## src/rtl/ks59_mul_arbiter.sv

```systemverilog
// Two-requester front end for a shared combinational 59-bit carry-less multiplier.
// Operands are held for MUL_CYCLES cycles, then the product is returned with the winner's tag.
module ks59_mul_arbiter #(
    parameter int W          = 59,
    parameter int MUL_CYCLES = 2
) (
    input  logic           clk,
    input  logic           rst,
    input  logic           req0_valid,
    output logic           req0_ready,
    input  logic [W-1:0]   req0_a,
    input  logic [W-1:0]   req0_b,
    input  logic           req1_valid,
    output logic           req1_ready,
    input  logic [W-1:0]   req1_a,
    input  logic [W-1:0]   req1_b,
    output logic [W-1:0]   mul_a,
    output logic [W-1:0]   mul_b,
    input  logic [2*W-2:0] mul_d,
    output logic           rsp_valid,
    input  logic           rsp_ready,
    output logic           rsp_id,
    output logic [2*W-2:0] rsp_d
);

    // Handshakes: a transfer happens on a clock edge where valid and ready are both 1.
    // req*_ready is combinational and only ever high in IDLE; rsp_valid holds until rsp_ready.
    typedef enum logic [1:0] {
        IDLE = 2'd0,
        MUL  = 2'd1,
        RESP = 2'd2
    } state_t;

    localparam logic [3:0] CNT_LAST = 4'(MUL_CYCLES - 1);

    state_t         state_q, state_d;
    logic [3:0]     cnt_q, cnt_d;
    logic           ptr_q, ptr_d;
    logic [W-1:0]   mul_a_q, mul_a_d;
    logic [W-1:0]   mul_b_q, mul_b_d;
    logic [2*W-2:0] rsp_d_q, rsp_d_d;
    logic           rsp_valid_q, rsp_valid_d;
    logic           rsp_id_q, rsp_id_d;
    logic           gnt_any;
    logic           gnt_id;

    always_ff @(posedge clk) begin
        if (rst) begin
            state_q     <= IDLE;
            cnt_q       <= '0;
            ptr_q       <= 1'b0;
            mul_a_q     <= '0;
            mul_b_q     <= '0;
            rsp_d_q     <= '0;
            rsp_valid_q <= 1'b0;
            rsp_id_q    <= 1'b0;
        end else begin
            state_q     <= state_d;
            cnt_q       <= cnt_d;
            ptr_q       <= ptr_d;
            mul_a_q     <= mul_a_d;
            mul_b_q     <= mul_b_d;
            rsp_d_q     <= rsp_d_d;
            rsp_valid_q <= rsp_valid_d;
            rsp_id_q    <= rsp_id_d;
        end
    end

    always_comb begin
        state_d     = state_q;
        cnt_d       = cnt_q;
        ptr_d       = ptr_q;
        mul_a_d     = mul_a_q;
        mul_b_d     = mul_b_q;
        rsp_d_d     = rsp_d_q;
        rsp_valid_d = rsp_valid_q;
        rsp_id_d    = rsp_id_q;
        req0_ready  = 1'b0;
        req1_ready  = 1'b0;
        gnt_any     = req0_valid | req1_valid;
        // ptr_q == 1 means requester 1 wins a tie.
        gnt_id      = req1_valid & (~req0_valid | ptr_q);

        case (state_q)
            IDLE: begin
                if (gnt_any && !rst) begin
                    req0_ready = ~gnt_id;
                    req1_ready = gnt_id;
                    mul_a_d    = gnt_id ? req1_a : req0_a;
                    mul_b_d    = gnt_id ? req1_b : req0_b;
                    rsp_id_d   = gnt_id;
                    cnt_d      = '0;
                    ptr_d      = ~gnt_id;
                    state_d    = MUL;
                end
            end
            MUL: begin
                cnt_d = cnt_q + 4'd1;
                if (cnt_q == CNT_LAST) begin
                    rsp_d_d     = mul_d;
                    rsp_valid_d = 1'b1;
                    state_d     = RESP;
                end
            end
            RESP: begin
                if (rsp_ready) begin
                    rsp_valid_d = 1'b0;
                    state_d     = IDLE;
                end
            end
            default: state_d = IDLE;
        endcase
    end

    assign mul_a     = mul_a_q;
    assign mul_b     = mul_b_q;
    assign rsp_d     = rsp_d_q;
    assign rsp_valid = rsp_valid_q;
    assign rsp_id    = rsp_id_q;

endmodule

```

## config.mk

```make
export PLATFORM = sky130hd
export DESIGN_NAME = ks59_mul_arbiter
export DESIGN_NICKNAME = d
export VERILOG_FILES = /design/src/rtl/ks59_mul_arbiter.sv
export SDC_FILE = /design/constraint.sdc
export NUM_CORES = 1
export LEC_CHECK = 0
export ABC_AREA = 1
export CAP_MARGIN = 10
export CORE_AREA = 2 2 235 237
export DETAILED_ROUTE_END_ITERATION = 12
export DIE_AREA = 0 0 237 239
export PLACE_DENSITY_LB_ADDON = 0.1
export SETUP_SLACK_MARGIN = 0.15
export SLEW_MARGIN = 20
export SYNTH_ARGS = -nofsm -noshare
export SYNTH_HDL_FRONTEND = slang
export SYNTH_SLANG_ARGS = --single-unit
```

## constraint.sdc

```tcl
create_clock -name clk -period 1.6 [get_ports clk]
set_input_delay 0.48 -clock clk [delete_from_list [all_inputs] [get_ports clk]]
set_output_delay 0.48 -clock clk [all_outputs]
set_load 0.01 [all_outputs]
```

==> impl_metrics.ini <==
[outcome]
status = finished with violations
violations = negative setup slack

[final_layout]
design_area_mm2 = 0.0206
final_common_cell = nand2_1
nets = 2459
mostFrequentLayoutCells = nand2_1, clkdlybuf4s50_1, buf_6
area_delta_synth_final_pct = 103
drive_gt1_share_pct = 35.0
nFillCells = 5699
seq_area_mm2 = 0.00519
multiInputGateArea_mm2 = 0.00501

[setup_path]
r2r_cells = 10
crit_chain = nor2_4 > buf_6 > nand3_4 > a21oi_4 > buf_6
crit_path_max_fanout = 3
rr_endpoint = mul_b[21]
cpMaxStageDelayCell = dfxtp_2
cp_common_cell = buf_6
cp.arrival_ns = 1.48
required_ns = 1.12
r2r_setup_slack_ns = -0.15
critical_path.top_delay_family = flip-flops
critPathCaptureType = primary output
critPathBufInv = 2
path_class = reg2out
critPathMaxStageDelay_ns = 0.33
r2r-start = state_q[0]
startpoint_type = flop

[routing]
drtAntennaViolNets = 0
routed_wl_mm = 55.5
dr.pass1.iters = 4
drt_iter0_markers = 418
wl_per_cell_um = 19.6
vias = 12200
viasPerCell = 4.29
drc = 0

[floorplan]
dieArea_mm2 = 0.0566
core_area_mm2 = 0.0543
die_w_um = 237
dieHeight_um = 239
start_util_pct = 18.6
std_cell_rows = 86
io_pins = 597

[power]
clkPwrFrac_pct = 39.4
pwr-share-seq_pct = 36.4
power.switching_w = 0.00518
p_comb_share_pct = 24.2
switching_share_pct = 28.0
vdd_drop_max_mv = 0.523
power.leakage_nw = 8.60
internal-power_w = 0.0133
power_density_mw_per_mm2 = 897

[global_routing]
grt_pass1_vias = 12000
overflow = 0
grt_max_degree = 113
grt_pass1_wl_mm = 77.0
grt_usage_pct = 18.2
antenna_found_initial = 17

[clock_tree]
postCtsHoldBufs = 0
cts_buffers = 34
cts.sinks = 244
insertion_delay_ns = 0.54
cts_max_level = 2
cts-root-buf = clkbuf_16
cts_tree = done
ctsLongestPathBuffers = 3
clkTransAtPathRegs_ns = 0.05

[timing]
finClkSkew_ns = 0.0148
hold_violations = 0
tightest_slew_ns = 0.687
slew_headroom_pct = 54.2
finalSetupViolCount = 92
finalCriticalPeriod_ns = 1.96
rsz0062_at_grt = true
worst_slack_ns = -0.357
maxSlewViolCount = 0
period_share_pct = 122
fmax_ghz = 0.511
holdWs_ns = 0.468

[placed_design]
hpwl_mm = 34.6
port_buffers = 596
dpl_cell_area_mm2 = 0.0170
routabilityCongestion = 0.803

[job]
maxCapViolations = 0

[synth]
synth_cells = 1469
ys_seq_area_share_pct = 48.2
synth_cell_type_count = 20
synth-seq-cells = 244
synth_nets = 1829
syn_avg_cell_area_um2 = 6.90
synth_area_mm2 = 0.0101
yosys_warnings = 0

[min_path]
min_from = mul_a[36]
hold_path_depth = 2
hold_class = reg2reg
whs_endpoint = mul_a[36]
==> registers in the layout (all words and copies together), names as in the netlist <==
| signal | count |
|---|---|
| ptr_q | 1 |
| mul_b | 59 |
| rsp_id | 1 |
| rsp_d | 117 |
| state_q | 2 |
| mul_a | 59 |
| cnt_q | 4 |
| rsp_valid | 1 |
==> synth_stat cells <==
master / number / area, um^2
a21oi_1: 125 / 626
buf_1: 2 / 7.51
buf_2: 30 / 150
buf_4: 5 / 37.5
buf_6: 11 / 124
clkbuf_1: 68 / 255
clkbuf_2: 1 / 5.00
dfxtp_1: 244 / 4880
ha_1: 2 / 25.0
inv_1: 6 / 22.5
inv_2: 3 / 11.3
nand2_1: 483 / 1810
nand3_1: 121 / 606
nand3_2: 2 / 20.0
nand3b_1: 1 / 7.51
nor2_1: 242 / 908
nor2_4: 1 / 11.3
o21ai_0: 120 / 601
or2_2: 1 / 6.26
xor2_1: 1 / 8.76
==> timing repair <==
action	in CTS	in global routing
pin swaps	7	6
endpoints found under the hold margin	0	0
setup endpoints to repair	408	470
gates resized for setup	1586	157
buffers inserted	19	9
gates cloned	27	14
==> how the worst max path moves through the flow <==
stage,cells past startpoint,startpoint,end
6_report,5,state_q[0],req0_ready
5_1_grt,5,state_q[0],req0_ready
4_1_cts,5,state_q[0],req0_ready
3_5_place_dp,6,req0_valid,req0_ready
3_3_place_gp,6,req0_valid,req0_ready
2_1_floorplan,5,rst,req0_ready
==> power groups by stage <==
| stage | combinational (W) | clock [W] | sequential [W] |
|---|---|---|---|
| 2_1_floorplan | 0.00125 | 0 | 0.00687 |
| 3_3_place_gp | 0.00353 | 0 | 0.00671 |
| 3_5_place_dp | 0.00353 | 0 | 0.00673 |
| 4_1_cts | 0.00431 | 0.00759 | 0.00673 |
| 5_1_grt | 0.00482 | 0.00779 | 0.00677 |
| 6_report | 0.00448 | 0.00728 | 0.00673 |
==> logic make-up (layout without fill, tap and decap cells) <==
group / after synthesis / count (layout) / share of synthesized area [%]
AO/OA/AOI/OAI: 245 / 245 / 12.1
XOR/XNOR: 1 / 1 / 0.0865
adder cells (fa/ha/maj): 2 / 2 / 0.247
buffers and inverters: 126 / 777 / 6.05
flip-flops: 244 / 244 / 48.2
other: 0 / 11 / 0
AND/OR/NAND/NOR: 851 / 851 / 33.3
==> tightest hold or removal path, stage by stage (launching register included) <==
cell and delay [ns]:
dfxtp_2 0.32, nand2_1 0.06, a21oi_1 0.05
==> through the flow <==
stage | total power, W | setup WS [ns] | TNS [ns] | utilization (%) | instances
after floorplan | 0.00812 | 0.0838 | 0 | - | 1469
after global placement | 0.0102 | -0.859 | -87.86 | 31.3 | 2698
after detailed placement | 0.0103 | -0.846 | -88.42 | 31.3 | 2698
after CTS | 0.0186 | -0.417 | -5.06 | 36.5 | 2801
after global routing | 0.0194 | -0.440 | -17.48 | 37.9 | 2831
final | 0.0185 | -0.357 | -5.31 | 37.9 | 2835
==> layer usage <==
layer | track usage, % | vias to the layer above | part of all wire, %
met2 | 30.6 | 442 | 48
met3 | 7.82 | 92 | 9.3
met5 | 0 | - | 0.13
li1 | - | 6015 | -
met4 | 6.92 | 10 | 3.2
met1 | 20.3 | 5591 | 40
==> cell type report <==
| cell class | instances | share of cell area [%] |
|---|---|---|
| Antenna cell | 11 | 0.134 |
| Timing Repair inverter | 2 | 0.134 |
| Sequential cell | 244 | 25.2 |
| Clock inverter | 11 | 0.504 |
| Clock buffer | 46 | 4.59 |
| Timing Repair Buffer | 709 | 40.5 |
| Inverter | 9 | 0.328 |
| Tap cell | 704 | 4.28 |
| Multi-Input combinational cell | 1099 | 24.3 |
Note: power is estimated with default switching activity, not from simulation.
